File: src/rtl/alu_arbiter_pkg.sv
// Shared definitions for the ALU arbiter: FSM state encoding, requester count
// and the op code values understood by the parent-level ALU.
package alu_arbiter_pkg;

    localparam int NUM_REQ = 2;

    typedef enum logic [1:0] {
        ST_IDLE = 2'd0,
        ST_EXEC = 2'd1,
        ST_RESP = 2'd2
    } arb_state_t;

    // The arbiter never decodes these; they document what the shared ALU implements.
    localparam logic [3:0] OP_ADD = 4'b0000;
    localparam logic [3:0] OP_SUB = 4'b0001;
    localparam logic [3:0] OP_XOR = 4'b0010;
    localparam logic [3:0] OP_OR  = 4'b0011;
    localparam logic [3:0] OP_AND = 4'b0100;
    localparam logic [3:0] OP_SLL = 4'b0101;
    localparam logic [3:0] OP_SRL = 4'b0111;
    localparam logic [3:0] OP_LUI = 4'b1001;

endpackage

File: src/rtl/alu_arb_pick.sv
// Combinational grant selection between the two requesters, one-hot result.
// ALU_ARB_FIXED_PRIO_EN makes requester 0 always win and removes the pointer input.
module alu_arb_pick
    import alu_arbiter_pkg::*;
(
    input  logic [NUM_REQ-1:0] valid,
`ifndef ALU_ARB_FIXED_PRIO_EN
    input  logic               last_served,
`endif
    output logic [NUM_REQ-1:0] grant
);

    always_comb begin
        grant = valid;
        // Contention: the requester that was not served last takes the slot.
        if (valid == 2'b11) begin
`ifdef ALU_ARB_FIXED_PRIO_EN
            grant = 2'b01;
`else
            grant = last_served ? 2'b01 : 2'b10;
`endif
        end
    end

endmodule

File: src/rtl/alu_arbiter.sv
// Two-requester front end for one shared ALU instantiated by the parent.
// Round-robin by default; define ALU_ARB_FIXED_PRIO_EN for fixed priority to requester 0.
module alu_arbiter
    import alu_arbiter_pkg::*;
#(
    parameter int DATA_W = 32,
    parameter int OP_W   = 4
) (
    input  logic              clk,
    input  logic              reset,

    input  logic              req0_valid_i,
    input  logic [OP_W-1:0]   req0_op_i,
    input  logic [DATA_W-1:0] req0_a_i,
    input  logic [DATA_W-1:0] req0_b_i,
    output logic              req0_ready_o,

    input  logic              req1_valid_i,
    input  logic [OP_W-1:0]   req1_op_i,
    input  logic [DATA_W-1:0] req1_a_i,
    input  logic [DATA_W-1:0] req1_b_i,
    output logic              req1_ready_o,

    output logic              rsp0_valid_o,
    output logic [DATA_W-1:0] rsp0_result_o,
    output logic              rsp0_zero_o,
    input  logic              rsp0_ready_i,

    output logic              rsp1_valid_o,
    output logic [DATA_W-1:0] rsp1_result_o,
    output logic              rsp1_zero_o,
    input  logic              rsp1_ready_i,

    output logic [OP_W-1:0]   alu_op_o,
    output logic [DATA_W-1:0] alu_a_o,
    output logic [DATA_W-1:0] alu_b_o,
    input  logic [DATA_W-1:0] alu_result_i,
    input  logic              alu_zero_i
);

    arb_state_t         state_q;
    arb_state_t         state_d;
    logic [NUM_REQ-1:0] valid_vec;
    logic [NUM_REQ-1:0] rsp_ready_vec;
    logic [NUM_REQ-1:0] pick_grant;
    logic [NUM_REQ-1:0] grant_q;
    logic [NUM_REQ-1:0] req_ready;
    logic [NUM_REQ-1:0] rsp_valid;
    logic               accept;

    logic [OP_W-1:0]    sel_op;
    logic [DATA_W-1:0]  sel_a;
    logic [DATA_W-1:0]  sel_b;
    logic [OP_W-1:0]    op_q;
    logic [DATA_W-1:0]  a_q;
    logic [DATA_W-1:0]  b_q;
    logic [DATA_W-1:0]  result_q;
    logic               zero_q;

`ifndef ALU_ARB_FIXED_PRIO_EN
    logic               last_q;
`endif

    assign valid_vec     = {req1_valid_i, req0_valid_i};
    assign rsp_ready_vec = {rsp1_ready_i, rsp0_ready_i};

    alu_arb_pick u_pick (
        .valid       (valid_vec),
`ifndef ALU_ARB_FIXED_PRIO_EN
        .last_served (last_q),
`endif
        .grant       (pick_grant)
    );

    assign sel_op = pick_grant[1] ? req1_op_i : req0_op_i;
    assign sel_a  = pick_grant[1] ? req1_a_i  : req0_a_i;
    assign sel_b  = pick_grant[1] ? req1_b_i  : req0_b_i;

    always_ff @(posedge clk or negedge reset) begin
        if (!reset) begin
            state_q <= ST_IDLE;
        end else begin
            state_q <= state_d;
        end
    end

    always_comb begin
        state_d   = state_q;
        accept    = 1'b0;
        req_ready = '0;
        rsp_valid = '0;
        case (state_q)
            ST_IDLE: begin
                req_ready = pick_grant;
                if (|pick_grant) begin
                    accept  = 1'b1;
                    state_d = ST_EXEC;
                end
            end
            ST_EXEC: state_d = ST_RESP;
            ST_RESP: begin
                rsp_valid = grant_q;
                if (|(grant_q & rsp_ready_vec)) begin
                    state_d = ST_IDLE;
                end
            end
            default: state_d = ST_IDLE;
        endcase
    end

    // The ALU is driven straight from these registers so its inputs never glitch with requester traffic.
    always_ff @(posedge clk or negedge reset) begin
        if (!reset) begin
            op_q    <= '0;
            a_q     <= '0;
            b_q     <= '0;
            grant_q <= '0;
        end else if (accept) begin
            op_q    <= sel_op;
            a_q     <= sel_a;
            b_q     <= sel_b;
            grant_q <= pick_grant;
        end
    end

    always_ff @(posedge clk or negedge reset) begin
        if (!reset) begin
            result_q <= '0;
            zero_q   <= 1'b0;
        end else if (state_q == ST_EXEC) begin
            result_q <= alu_result_i;
            zero_q   <= alu_zero_i;
        end
    end

`ifndef ALU_ARB_FIXED_PRIO_EN
    // Reset to 1 so requester 0 wins the first contention.
    always_ff @(posedge clk or negedge reset) begin
        if (!reset) begin
            last_q <= 1'b1;
        end else if (accept) begin
            last_q <= pick_grant[1];
        end
    end
`endif

    assign req0_ready_o  = req_ready[0];
    assign req1_ready_o  = req_ready[1];
    assign rsp0_valid_o  = rsp_valid[0];
    assign rsp1_valid_o  = rsp_valid[1];
    assign rsp0_result_o = result_q;
    assign rsp1_result_o = result_q;
    assign rsp0_zero_o   = zero_q;
    assign rsp1_zero_o   = zero_q;
    assign alu_op_o      = op_q;
    assign alu_a_o       = a_q;
    assign alu_b_o       = b_q;

endmodule

File: config.mk
export PLATFORM = sky130hd
export DESIGN_NAME = alu_arbiter
export DESIGN_NICKNAME = d
export VERILOG_FILES = /design/src/rtl/alu_arbiter_pkg.sv /design/src/rtl/alu_arb_pick.sv /design/src/rtl/alu_arbiter.sv
export SDC_FILE = /design/constraint.sdc
export NUM_CORES = 1
export LEC_CHECK = 0
export BUFFER_PORTS_ARGS = -buffer_cell sky130_fd_sc_hd__buf_2
export CORE_AREA = 3 3 120 122
export CTS_CLUSTER_SIZE = 10
export DETAILED_ROUTE_END_ITERATION = 16
export DIE_AREA = 0 0 123 125
export PLACE_DENSITY = 0.71
export SYNTH_ARGS = -nofsm -noshare
export SYNTH_HDL_FRONTEND = slang
export SYNTH_HIERARCHICAL = 1
export SYNTH_SLANG_ARGS = --single-unit
File: constraint.sdc
create_clock -name clk -period 2 [get_ports clk]
set_input_delay 0.1 -clock clk [delete_from_list [all_inputs] [get_ports clk]]
set_output_delay 0.1 -clock clk [all_outputs]
set_load 0.05 [all_outputs]
# After elaboration in Yosys (flattened, before gate mapping)
# Index checks and enable logic that the tools add are counted.
# Widths: inputs -> output; s select.
[classes]
n_reduce_logical = 4
eq_ne = 5
mux = 12
bitwise = 1
[op_table]
columns = ["cell", "count"]
rows = [
  ["$mux 32", 2],
  ["$mux 2", 6],
  ["$pmux 2 s3", 1],
  ["$eq 2x2->1 const B", 2],
  ["$mux 4", 1],
  ["$ne 2x2->1 const B", 2],
  ["$reduce_or 2->1", 2],
  ["$and 2x2->2", 1],
  ["$eq 2x1->1 const B", 1],
  ["$logic_not 2->1", 1],
  ["$mux 1", 2],
  ["$reduce_and 2->1", 1],
]
[word_totals]
output_inout_bits = 138
wordCells = 30
input_bits = 175
register_bits = 106

# Logic depth before layout (Yosys ltp)
# Gate-level depths: netlist of run 1.
[depth]
ltp_word = 5
ltp_mapped = 7
mapped_depth_nobuf = 4

# Cells and area by module
# The synthesis of run 1 kept the hierarchy.
[modules_own_cells]
columns = ["mod", "instances", "cells_each", "seq_area_each_um2", "area_each_um2"]
rows = [
  ["alu_arbiter", 1, 345, 2653.8, 5056.1],
  ["alu_arb_pick", 1, 3, 0.0, 18.8],
]

# Worst setup path before layout of run 1
# Ideal clock, no wire load.
[synth_path]
kind = "reg-to-reg"
from = "reg last_q"
to = "reg a_q[10] (netlist: alu_a_o[10])"
arrival_time_ps = 1641
required_time_ps = 1875
synth_period_minus_slack_ps = 1765
setup_ps = 125
path_buffers = 2
stages_incl_launch_ff = 6
setup_slack_ps = 235
cell_sequence = "dfstp_2 a21boi_0 buf_6 clkbuf_1 mux2_2 mux2_2"
[synth_between]
elab_chain_cells = 5
word_cells_on_any_way = 6
classes_between = "5 x mux; 1 x reduce/logical"
[synth_lines]
columns = ["element", "line", "text"]
rows = [
  ["start: declaration", "alu_arbiter.sv:61", "logic last_q;"],
  ["start signal: assignment", "alu_arbiter.sv:142", "last_q <= pick_grant[1];"],
  ["$mux 2 (*)", "alu_arb_pick.sv:20", "grant = last_served ? 2'b01 : 2'b10;"],
  ["$mux 2 (*)", "alu_arb_pick.sv:16", "if (valid == 2'b11) begin"],
  ["via pick_grant[1]", "alu_arbiter.sv:45", "logic [NUM_REQ-1:0] pick_grant;"],
  ["$reduce_or 2->1", "alu_arbiter.sv:95", "if (|pick_grant) begin"],
  ["$mux 1", "alu_arbiter.sv:95", ""],
  ["$mux 1", "alu_arbiter.sv:92", "case (state_q)"],
  ["end signal: assignment", "alu_arbiter.sv:120", "a_q <= sel_a;"],
  ["end: declaration", "alu_arbiter.sv:55", "logic [DATA_W-1:0] a_q;"],
]
# The timed path passes the listed nets; every way through them passes the cells marked *.
# A chain may end at the register's enable or synchronous reset.

# Worst setup path after layout of run 1
[layout_path]
from = "reg last_q"
to = "out req1_ready_o"
[layout_between]
elab_chain_cells = 3
[layout_lines]
columns = ["element", "line", "text"]
rows = [
  ["$mux 2", "alu_arb_pick.sv:20", ""],
  ["$mux 2", "alu_arb_pick.sv:16", ""],
  ["via pick_grant[1]", "alu_arbiter.sv:45", ""],
  ["$mux 2", "alu_arbiter.sv:92", ""],
  ["end: declaration", "alu_arbiter.sv:22", "output logic req1_ready_o,"],
]
# The timed path passes the listed nets, and every way through them passes these cells.

==> flow_metrics.env, run 1 <==
export IMPL_outcome="completed"
export IMPL_arrival_ns=1.71
export IMPL_drc=0
export IMPL_wl_per_cell_um=16.0
export IMPL_final_max_slew_viol_count=0
export IMPL_grt_usage_pct=16.7
export IMPL_fp_dieH_um=125
export IMPL_hp_class="input pin to flip-flop"
export IMPL_rsz0062_at_grt="false"
export IMPL_final_common_cell="buf_2"
export IMPL_antennaDiodeCount=0
export IMPL_max_slew_margin_rel_pct=71.4
export IMPL_ys_seq_elements=106
export IMPL_final_setup_skew_ns=0.00576
export IMPL_die_x_um=123
export IMPL_period_needed_ns=1.81
export IMPL_cts_sinks=106
export IMPL_finalHoldViolCount=0
export IMPL_crit_start="last_q$_DFFE_PN1P_"
export IMPL_cp_max_fo=13
export IMPL_port_buffers=312
export IMPL_cp_required_ns=1.90
export IMPL_ys_seq_area_share_pct=52.3
export IMPL_syn_to_final_growth_pct=41.9
export IMPL_syn_avg_cell_area_um2=14.6
export IMPL_min_period_over_period_pct=90.6
export IMPL_antenna_left=0
export IMPL_hold_start="alu_result_i[0]"
export IMPL_postSynthCellCount=348
export IMPL_fillers=1117
export IMPL_wl_um=13500
export IMPL_r2r_start="last_q$_DFFE_PN1P_"
export IMPL_drt_iter0_drc=148
export IMPL_fin_nets=833
export IMPL_first_pass_iters=4
export IMPL_netlist_area_um2=5070
export IMPL_synth_warnings=6
export IMPL_crit_type="flip-flop to output port"
export IMPL_grt_max_degree=58
export IMPL_cts_resized=0
export IMPL_r2r_slack_ns=0.22
export IMPL_finalWeightedCongestion=0.770
export IMPL_final_cell_mix="311 x buf_2, 160 x mux2_2, 105 x dfrtp_1"
export IMPL_setup_viol=0
export IMPL_setup_tns_ns=0
export IMPL_start_util_pct=38.2
export IMPL_design_die_area_um2=15400
export IMPL_cap_violations=0
export IMPL_std_cell_rows=42
export IMPL_syn_num_nets=523
export IMPL_grt_pass1_wl_um=20200
export IMPL_dp_final_hpwl_um=10200
export IMPL_max_freq_mhz=552
export IMPL_drive_gt1_share_pct=75.9
export IMPL_tightest_slew_ns=0.428
export IMPL_ios=313
export IMPL_ys_types=20
export IMPL_critPathCaptureType="output port"
export IMPL_cts_clk_slew_worst_paths_ns=0.07
export IMPL_cts_root_buf="clkbuf_16"
export IMPL_crit_path_start_kind="flip-flop"
export IMPL_cts_buffers=9
export IMPL_via_per_inst=4.62
export IMPL_grt_ovfl_total=0
export IMPL_grt_pass1_vias=4029
export IMPL_cts_tree="done"
export IMPL_num_vias=3878
export IMPL_clk_path_buf_depth=2
export IMPL_clock_latency_ns=0.34
export IMPL_core_um2=13300
export IMPL_antenna_found_initial=0
export IMPL_cts_htree_levels=3
-- cells in the mapped netlist, drive strengths merged --
cell type,n,area (um2)
o21ai,1,5.00
dfstp,1,26.3
clkbuf,5,18.8
buf,48,357
mux2,169,1940
inv,3,11.3
a21o,2,15.0
and2,3,18.8
nand3,1,5.00
nor2,1,3.75
nand2,4,15.0
o21a,1,7.51
a21boi,2,15.0
dfrtp,105,2630
nor2b,1,6.26
nand2b,1,6.26
-- cells by family after synthesis --
logic type             count (synthesis)  share of synthesized area, %
AO/OA/AOI/OAI                          6                         0.838
buffers and inverters                 56                          7.62
AND/OR/NAND/NOR                       11                          1.08
multiplexers                         169                          38.2
flip-flops                           106                          52.3
-- worst max-delay path: stages, from the launching register on --
cell and delay, ns:
dfstp_2 0.39, a21boi_4 0.19, buf_4 0.25, and2_1 0.24, buf_2 0.30
-- metal layers --
metal | global-route usage (%) | share of wire (%) | vias to the layer above
met5 | 0 | 0 | -
met4 | 8.40 | 3.4 | 0
met3 | 3.93 | 8.3 | 32
met2 | 30.1 | 52 | 180
met1 | 18.1 | 37 | 1852
li1 | - | - | 1814
-- sequential cells by signal, indices dropped and copies added (netlist names) --
name           count
rsp0_result_o     32
state_q            2
alu_a_o           32
last_q             1
alu_op_o           4
alu_b_o           32
grant_q            2
rsp0_zero_o        1
-- area by class of cell --
class,count,area (um2),area share [%]
clock buffers,14,254,3.53
clock inverters,2,12.5,0.174
inverters,3,11.3,0.156
multi-input cells,186,2050,28.5
flip-flops and latches,106,2650,36.8
well taps,176,220,3.06
repair buffers,352,2000,27.7
-- stage by stage --
stage / std cells / util, % / hold slack, ns / setup WS (ns) / cell area [um2]
after floorplan: 348 / - / -0.196 / 0.235 / 5070
after global placement: 790 / 49.7 / 0.0430 / 0.275 / 6610
after detailed placement: 790 / 49.7 / 0.0383 / 0.223 / 6610
after CTS: 839 / 54.2 / 0.00635 / 0.171 / 7200
after global routing: 839 / 54.2 / 0.0318 / 0.0881 / 7200
final: 839 / 54.2 / 0.0248 / 0.188 / 7200
-- worst paths after layout --
kind,to,cells after the start
setup / recovery,req1_ready_o,4
hold / removal,rsp0_result_o[0]$_DFFE_PN0N_,2
setup reg to reg,alu_a_o[21]$_DFFE_PN0P_,5
hold reg to reg,alu_b_o[4]$_DFFE_PN0P_,1
max in group asynchronous,alu_b_o[9]$_DFFE_PN0P_,3
min in group asynchronous,alu_a_o[3]$_DFFE_PN0P_,2
-- timing repair --
item,CTS,global route
hold buffers,33,0
endpoints found under the hold margin,58,0
buffers inserted,0,0
Power of run 1 is not shown: default switching activity piles up to over one toggle a cycle in this logic, so the estimate is an artifact.
==> inputs of run 2 (changes only) <==
CORE_AREA = 3 3 119 121   (was 3 3 120 122)
DIE_AREA = 0 0 122 124   (was 0 0 123 125)
PLACE_DENSITY = 0.72   (was 0.71)
REMOVE_ABC_BUFFERS = 1   (was not set)
SYNTH_HIERARCHICAL = not set   (was 1)
==> flow_metrics.env, run 2 <==
export IMPL_post_cts_buffers=0
export IMPL_grt_max_degree=65
export IMPL_ys_seq_elements=106
export IMPL_antenna_left=0
export IMPL_synth_largest_area_cell="dfrtp_1"
export IMPL_yosysTopAreaCellShare_pct=52.2
export IMPL_setup_viol=0
export IMPL_postSynthCellCount=508
export IMPL_crit_start="last_q$_DFFE_PN1P_"
export IMPL_num_vias=5509
export IMPL_dp_final_hpwl_um=11700
export IMPL_cap_violations=0
export IMPL_hp_class="input pin to flip-flop"
export IMPL_slowest_delay_ns=0.40
export IMPL_dpl_cell_area_um2=6530
export IMPL_power_density_nw_per_um2=2000
export IMPL_finalWeightedCongestion=0.806
export IMPL_synthFlopType="dfrtp_1"
export IMPL_via_per_inst=5.19
export IMPL_ios=313
export IMPL_outcome="completed"
export IMPL_grt_pass1_vias=5594
export IMPL_critPathCaptureType="output port"
export IMPL_antenna_found_initial=0
export IMPL_drt_iter0_drc=282
export IMPL_synth_warnings=0
export IMPL_cts_clk_slew_worst_paths_ns=0.08
export IMPL_final_setup_skew_ns=0.00693
export IMPL_cp_depth=3
export IMPL_antennaDiodeCount=0
export IMPL_crit_type="flip-flop to output port"
export IMPL_r2r_slack_ns=0.42
export IMPL_yosys_cell_count_top_type="nand2_1"
export IMPL_syn_avg_cell_area_um2=9.90
export IMPL_fillers=1049
export IMPL_cp_max_fo=13
export IMPL_fin_util_pct=60.2
export IMPL_final_max_slew_viol_count=0
export IMPL_cts_buffers=9
export IMPL_synthTopCellsByCount="140 x nand2_1, 105 x dfrtp_1, 71 x a21oi_1, 59 x a31oi_1, 37 x buf_4"
export IMPL_path_buf_inv=1
export IMPL_finalHoldViolCount=0
export IMPL_cp_required_ns=1.90
export IMPL_place_ws_ns=0.454
export IMPL_grt_usage_pct=24.0
export IMPL_p_leak_nw=3.83
export IMPL_drive_gt1_share_pct=44.0
export IMPL_m1WireLength_um=6750
export IMPL_worst_path_max_delay_cell="dfstp_2"
export IMPL_dr_max_layer_used="met4"
export IMPL_dp_cells=934
export IMPL_ir_drop_mv=1.10
export IMPL_tightest_slew_ns=0.475
export IMPL_wl_met3_um=1840
export IMPL_final_cell_mix="311 x buf_2, 140 x nand2_1, 111 x dlygate4sd3_1"
export IMPL_cts_sinks=106
export IMPL_clock_latency_ns=0.34
export IMPL_fin_nets=1055
export IMPL_endpoint="req1_ready_o"
export IMPL_rsz0062_at_grt="false"
export IMPL_clk_path_buf_depth=2
export IMPL_min_period_over_period_pct=93.2
export IMPL_path_cells="a21bo_2 -> nor3_1 -> buf_2"
export IMPL_core_um2=13200
export IMPL_first_pass_iters=6
export IMPL_ys_seq_area_share_pct=52.8
export IMPL_r2r_start="last_q$_DFFE_PN1P_"
export IMPL_max_freq_mhz=536
export IMPL_design_die_area_um2=15100
export IMPL_ys_async_sr_fraction_pct=100
export IMPL_synth_edf_count=0
export IMPL_final_common_cell="buf_2"
export IMPL_port_buffers=312
export IMPL_wl_um=18800
export IMPL_drc=0
export IMPL_cts_htree_levels=3
export IMPL_timing_final_ws_setup_ns=0.136
export IMPL_period_needed_ns=1.86
export IMPL_syn_to_final_growth_pct=57.9
export IMPL_crit_path_start_kind="flip-flop"
export IMPL_fin_area_um2=7940
export IMPL_final_cell_count_no_fill=1061
export IMPL_r2r_cells=4
export IMPL_grt_ovfl_total=0
export IMPL_std_cell_rows=42
export IMPL_die_x_um=122
export IMPL_arrival_ns=1.76
export IMPL_ys_types=25
export IMPL_cts_root_buf="clkbuf_16"
export IMPL_yosys_top_cells_area="dfrtp_1 52%, nand2_1 10%, mux2_2 7.4%"
export IMPL_start_util_pct=38.1
export IMPL_max_slew_margin_rel_pct=68.3
export IMPL_route_met2_wl_um=9060
export IMPL_grt_pass1_wl_um=28300
export IMPL_netlist_area_um2=5030
export IMPL_timing_rr_end="alu_a_o[7]$_DFFE_PN0P_"
export IMPL_fp_dieH_um=124
export IMPL_cts_tree="done"
export IMPL_wl_per_cell_um=17.7
export IMPL_path_delay_family="flip-flops"
[run 2: worst register-to-register path, cell delays in order (launching register included)]
cell and delay, ns:
dfstp_2 0.59, a21bo_2 0.38, buf_12 0.23, nand2_1 0.11
a31oi_1 0.19
[run 2: how the worst min path moves through the flow]
stage                            start                      end  slack, ns  cells past startpoint
after floorplan                  reset   alu_a_o[0]$_DFFE_PN0P_      -0.20                      0
after global placement           reset  rsp0_zero_o$_DFFE_PN0N_      0.005                      1
after detailed placement         reset  rsp0_zero_o$_DFFE_PN0N_      0.009                      1
after CTS                 req1_b_i[21]  alu_b_o[21]$_DFFE_PN0P_    0.00007                      3
after global routing      req1_a_i[30]  alu_a_o[30]$_DFFE_PN0P_      0.008                      3
final                      req0_b_i[7]   alu_b_o[7]$_DFFE_PN0P_      0.009                      3
[run 2: through the flow]
| stage | hold WS, ns | total power [mW] | TNS, ns |
|---|---|---|---|
| final | 0.00874 | 15.9 | 0 |
| after global placement | 0.00482 | 13.7 | 0 |
| after global routing | 0.00798 | 16.6 | 0 |
| after floorplan | -0.196 | 11.2 | -129.11 |
| after detailed placement | 0.00863 | 13.8 | 0 |
| after CTS | 0.0000655 | 15.8 | 0 |
[run 2: per-layer routing]
| layer | vias to the layer above | GRT usage [%] |
|---|---|---|
| li1 | 2461 | - |
| met1 | 2578 | 26.5 |
| met2 | 377 | 41.0 |
| met3 | 93 | 6.13 |
| met4 | 0 | 16.1 |
| met5 | - | 0 |
[run 2: what timing repair did]
action / 4_1_cts / 5_1_grt
resized for setup: 0 / 0
endpoints found under the hold margin: 109 / 0
hold buffers: 111 / 0
[run 2: where the power goes]
group	total, mW	internal (mW)	switching [mW]
Clock	1.83	1.01	0.814
Combinational	10.1	2.51	7.54
Sequential	4.00	3.27	0.739
[run 2: logic make-up after synthesis]
logic type | after synthesis | synth area share, %
simple gates | 150 | 11.6
buf+inv | 76 | 9.30
compound gates | 143 | 19.0
flops | 106 | 52.8
mux | 33 | 7.39
[run 2: area by class of cell]
| cell class | count | area [um2] | share of cell area, % |
|---|---|---|---|
| Clock inverter | 5 | 61.3 | 0.772 |
| Clock buffer | 11 | 243 | 3.06 |
| Timing Repair Buffer | 436 | 2840 | 35.7 |
| Inverter | 1 | 3.75 | 0.0473 |
| Tap cell | 176 | 220 | 2.77 |
| Sequential cell | 106 | 2650 | 33.4 |
| Multi-Input combinational cell | 326 | 1930 | 24.3 |
No activity file was read; power rests on OpenSTA's default activity.
==> inputs of run 3 (changes only) <==
CELL_PAD_IN_SITES_DETAIL_PLACEMENT = 0   (was not set)
CELL_PAD_IN_SITES_GLOBAL_PLACEMENT = 1   (was not set)
CORE_AREA = not set   (was 3 3 119 121)
CORE_ASPECT_RATIO = 0.9   (was not set)
CORE_MARGIN = 3   (was not set)
CORE_UTILIZATION = 31   (was not set)
DIE_AREA = not set   (was 0 0 122 124)
PLACE_DENSITY = not set   (was 0.72)
PLACE_DENSITY_LB_ADDON = 0.1   (was not set)
clock period = 2.06 ns   (was 2 ns; I/O delays follow)
==> flow_metrics.env, run 3 (same netlist as run 2, synthesis figures left out) <==
export IMPL_final_common_cell="buf_2"
export IMPL_drt_iter0_drc=199
export IMPL_slowest_delay_ns=0.42
export IMPL_drc=0
export IMPL_route_met2_wl_um=9120
export IMPL_min_period_over_period_pct=91.3
export IMPL_cts_htree_levels=3
export IMPL_p_sw_mw=8.74
export IMPL_crit_type="flip-flop to output port"
export IMPL_dp_final_hpwl_um=11800
export IMPL_cts_buffers=9
export IMPL_fin_nets=1084
export IMPL_start_util_pct=32.1
export IMPL_path_cells="nor2_4 -> buf_12 -> nand2_1 -> a21oi_1 -> buf_2"
export IMPL_final_cell_mix="311 x buf_2, 143 x dlygate4sd3_1, 140 x nand2_1"
export IMPL_m1WireLength_um=7350
export IMPL_max_freq_mhz=532
export IMPL_finalWeightedCongestion=0.790
export IMPL_p_clk_share_pct=11.5
export IMPL_crit_path_start_kind="flip-flop"
export IMPL_power_mw=15.3
export IMPL_grt_pass1_wl_um=28200
export IMPL_wl_per_cell_um=16.4
export IMPL_period_needed_ns=1.88
export IMPL_fp_dieH_um=127
export IMPL_grt_pass1_vias=5474
export IMPL_critPathCaptureType="output port"
export IMPL_drive_gt1_share_pct=42.3
export IMPL_wl_um=18300
export IMPL_cp_max_fo=36
export IMPL_std_cell_rows=43
export IMPL_tightest_slew_ns=0.947
export IMPL_antenna_found_initial=0
export IMPL_power_density_nw_per_um2=1860
export IMPL_cp_required_ns=1.96
export IMPL_port_buffers=312
export IMPL_grt_ovfl_total=0
export IMPL_worst_hold_slack_ns=0.0130
export IMPL_antenna_left=0
export IMPL_antennaDiodeCount=0
export IMPL_syn_to_final_growth_pct=64.4
export IMPL_final_max_slew_viol_count=0
export IMPL_wl_met3_um=1320
export IMPL_power_frac_seq_pct=25.0
export IMPL_worst_path_max_delay_cell="dfrtp_1"
export IMPL_dr_max_layer_used="met4"
export IMPL_clock_latency_ns=0.36
export IMPL_setup_viol=0
export IMPL_final_setup_skew_ns=0.00627
export IMPL_die_x_um=140
export IMPL_p_int_mw=6.60
export IMPL_num_vias=5277
export IMPL_dp_cells=956
export IMPL_cts_clk_slew_worst_paths_ns=0.07
export IMPL_ir_drop_mv=1.18
export IMPL_arrival_ns=1.78
export IMPL_first_pass_iters=5
export IMPL_cts_tree="done"
export IMPL_hp_class="input pin to flip-flop"
export IMPL_hold_depth=3
export IMPL_via_per_inst=4.73
export IMPL_cts_resized=0
export IMPL_rsz0062_at_grt="false"
export IMPL_max_slew_margin_rel_pct=36.9
export IMPL_clk_path_buf_depth=2
export IMPL_finalHoldViolCount=0
export IMPL_design_die_area_um2=17800
export IMPL_core_um2=15700
export IMPL_cts_root_buf="clkbuf_16"
export IMPL_p_sw_share_pct=57.0
export IMPL_outcome="completed"
export IMPL_cap_violations=0
export IMPL_ios=313
export IMPL_p_comb_share_pct=63.4
export IMPL_fillers=1459
export IMPL_r2r_cells=3
export IMPL_cts_sinks=106
export IMPL_grt_max_degree=73
export IMPL_final_cell_count_no_fill=1116
export IMPL_grt_usage_pct=19.7
export IMPL_p_leak_nw=3.94
==> run 3: cell types whose count changed in the layout (fill, tap and decap cells not counted), moves of 2 or more <==
cell           change
dlygate4sd3_1     +32
buf_4              -2
buf_12             -2
clkinvlp_4         +3
==> run 3: metal layers <==
metal	global-route usage [%]	vias to the layer above
met5	0	-
met1	22.3	2476
met3	5.99	33
met2	35.0	248
met4	7.58	0
li1	-	2520
==> run 3: cell type report <==
| type | instances | area [um2] | share of cell area [%] |
|---|---|---|---|
| clock buffer | 9 | 225 | 2.72 |
| clock inverter | 7 | 78.8 | 0.954 |
| inverter | 1 | 3.75 | 0.0454 |
| multi-input combinational | 326 | 1930 | 23.3 |
| sequential | 106 | 2650 | 32.1 |
| tap | 202 | 253 | 3.06 |
| timing repair buffer | 465 | 3130 | 37.8 |
==> run 3: what timing repair did <==
action,CTS,global route
setup buffers,0,0
setup endpoints to repair,0,1
endpoints found under the hold margin,127,0
hold buffers,143,0
==> run 3: worst max-delay path, delay by kind of cell, from the launching register on <==
family	cells	cell delay [ns]
flip-flops	1	0.42
buffers and inverters	2	0.54
AND/OR/NAND/NOR	2	0.32
AO/OA/AOI/OAI	1	0.15
==> run 3: power by group through the flow <==
| stage | registers, mW | clock network (mW) | logic [mW] |
|---|---|---|---|
| after floorplan | 8.53 | 0 | 2.29 |
| after global placement | 3.84 | 0 | 9.42 |
| after detailed placement | 3.86 | 0 | 9.49 |
| after CTS | 3.84 | 1.84 | 9.69 |
| after global routing | 3.98 | 1.91 | 10.2 |
| final | 3.84 | 1.77 | 9.73 |
==> run 3: worst paths after layout <==
check | from | end | slack (ns)
worst max-delay path | state_q[1]$_DFFE_PN0P_ | req0_ready_o | 0.18
worst min-delay path | req1_a_i[25] | alu_a_o[25]$_DFFE_PN0P_ | 0.01
worst max register to register | state_q[1]$_DFFE_PN0P_ | alu_b_o[4]$_DFFE_PN0P_ | 0.24
worst min register to register | grant_q[1]$_DFFE_PN0P_ | grant_q[1]$_DFFE_PN0P_ | 0.51
max in group asynchronous | reset | last_q$_DFFE_PN1P_ | 1.09
min in group asynchronous | reset | rsp0_result_o[9]$_DFFE_PN0N_ | 0.27
==> run 3: per-stage QoR <==
| stage | setup TNS (ns) | setup WS (ns) | cell area (um2) | util, % |
|---|---|---|---|---|
| final | 0 | 0.179 | 8270 | 52.8 |
| after global routing | 0 | 0.0318 | 8270 | 52.8 |
| after CTS | 0 | 0.0973 | 8240 | 52.6 |
| after detailed placement | 0 | 0.278 | 6510 | 41.6 |
| after global placement | 0 | 0.342 | 6510 | 41.6 |
| after floorplan | -124.68 | -1.81 | 4570 | - |
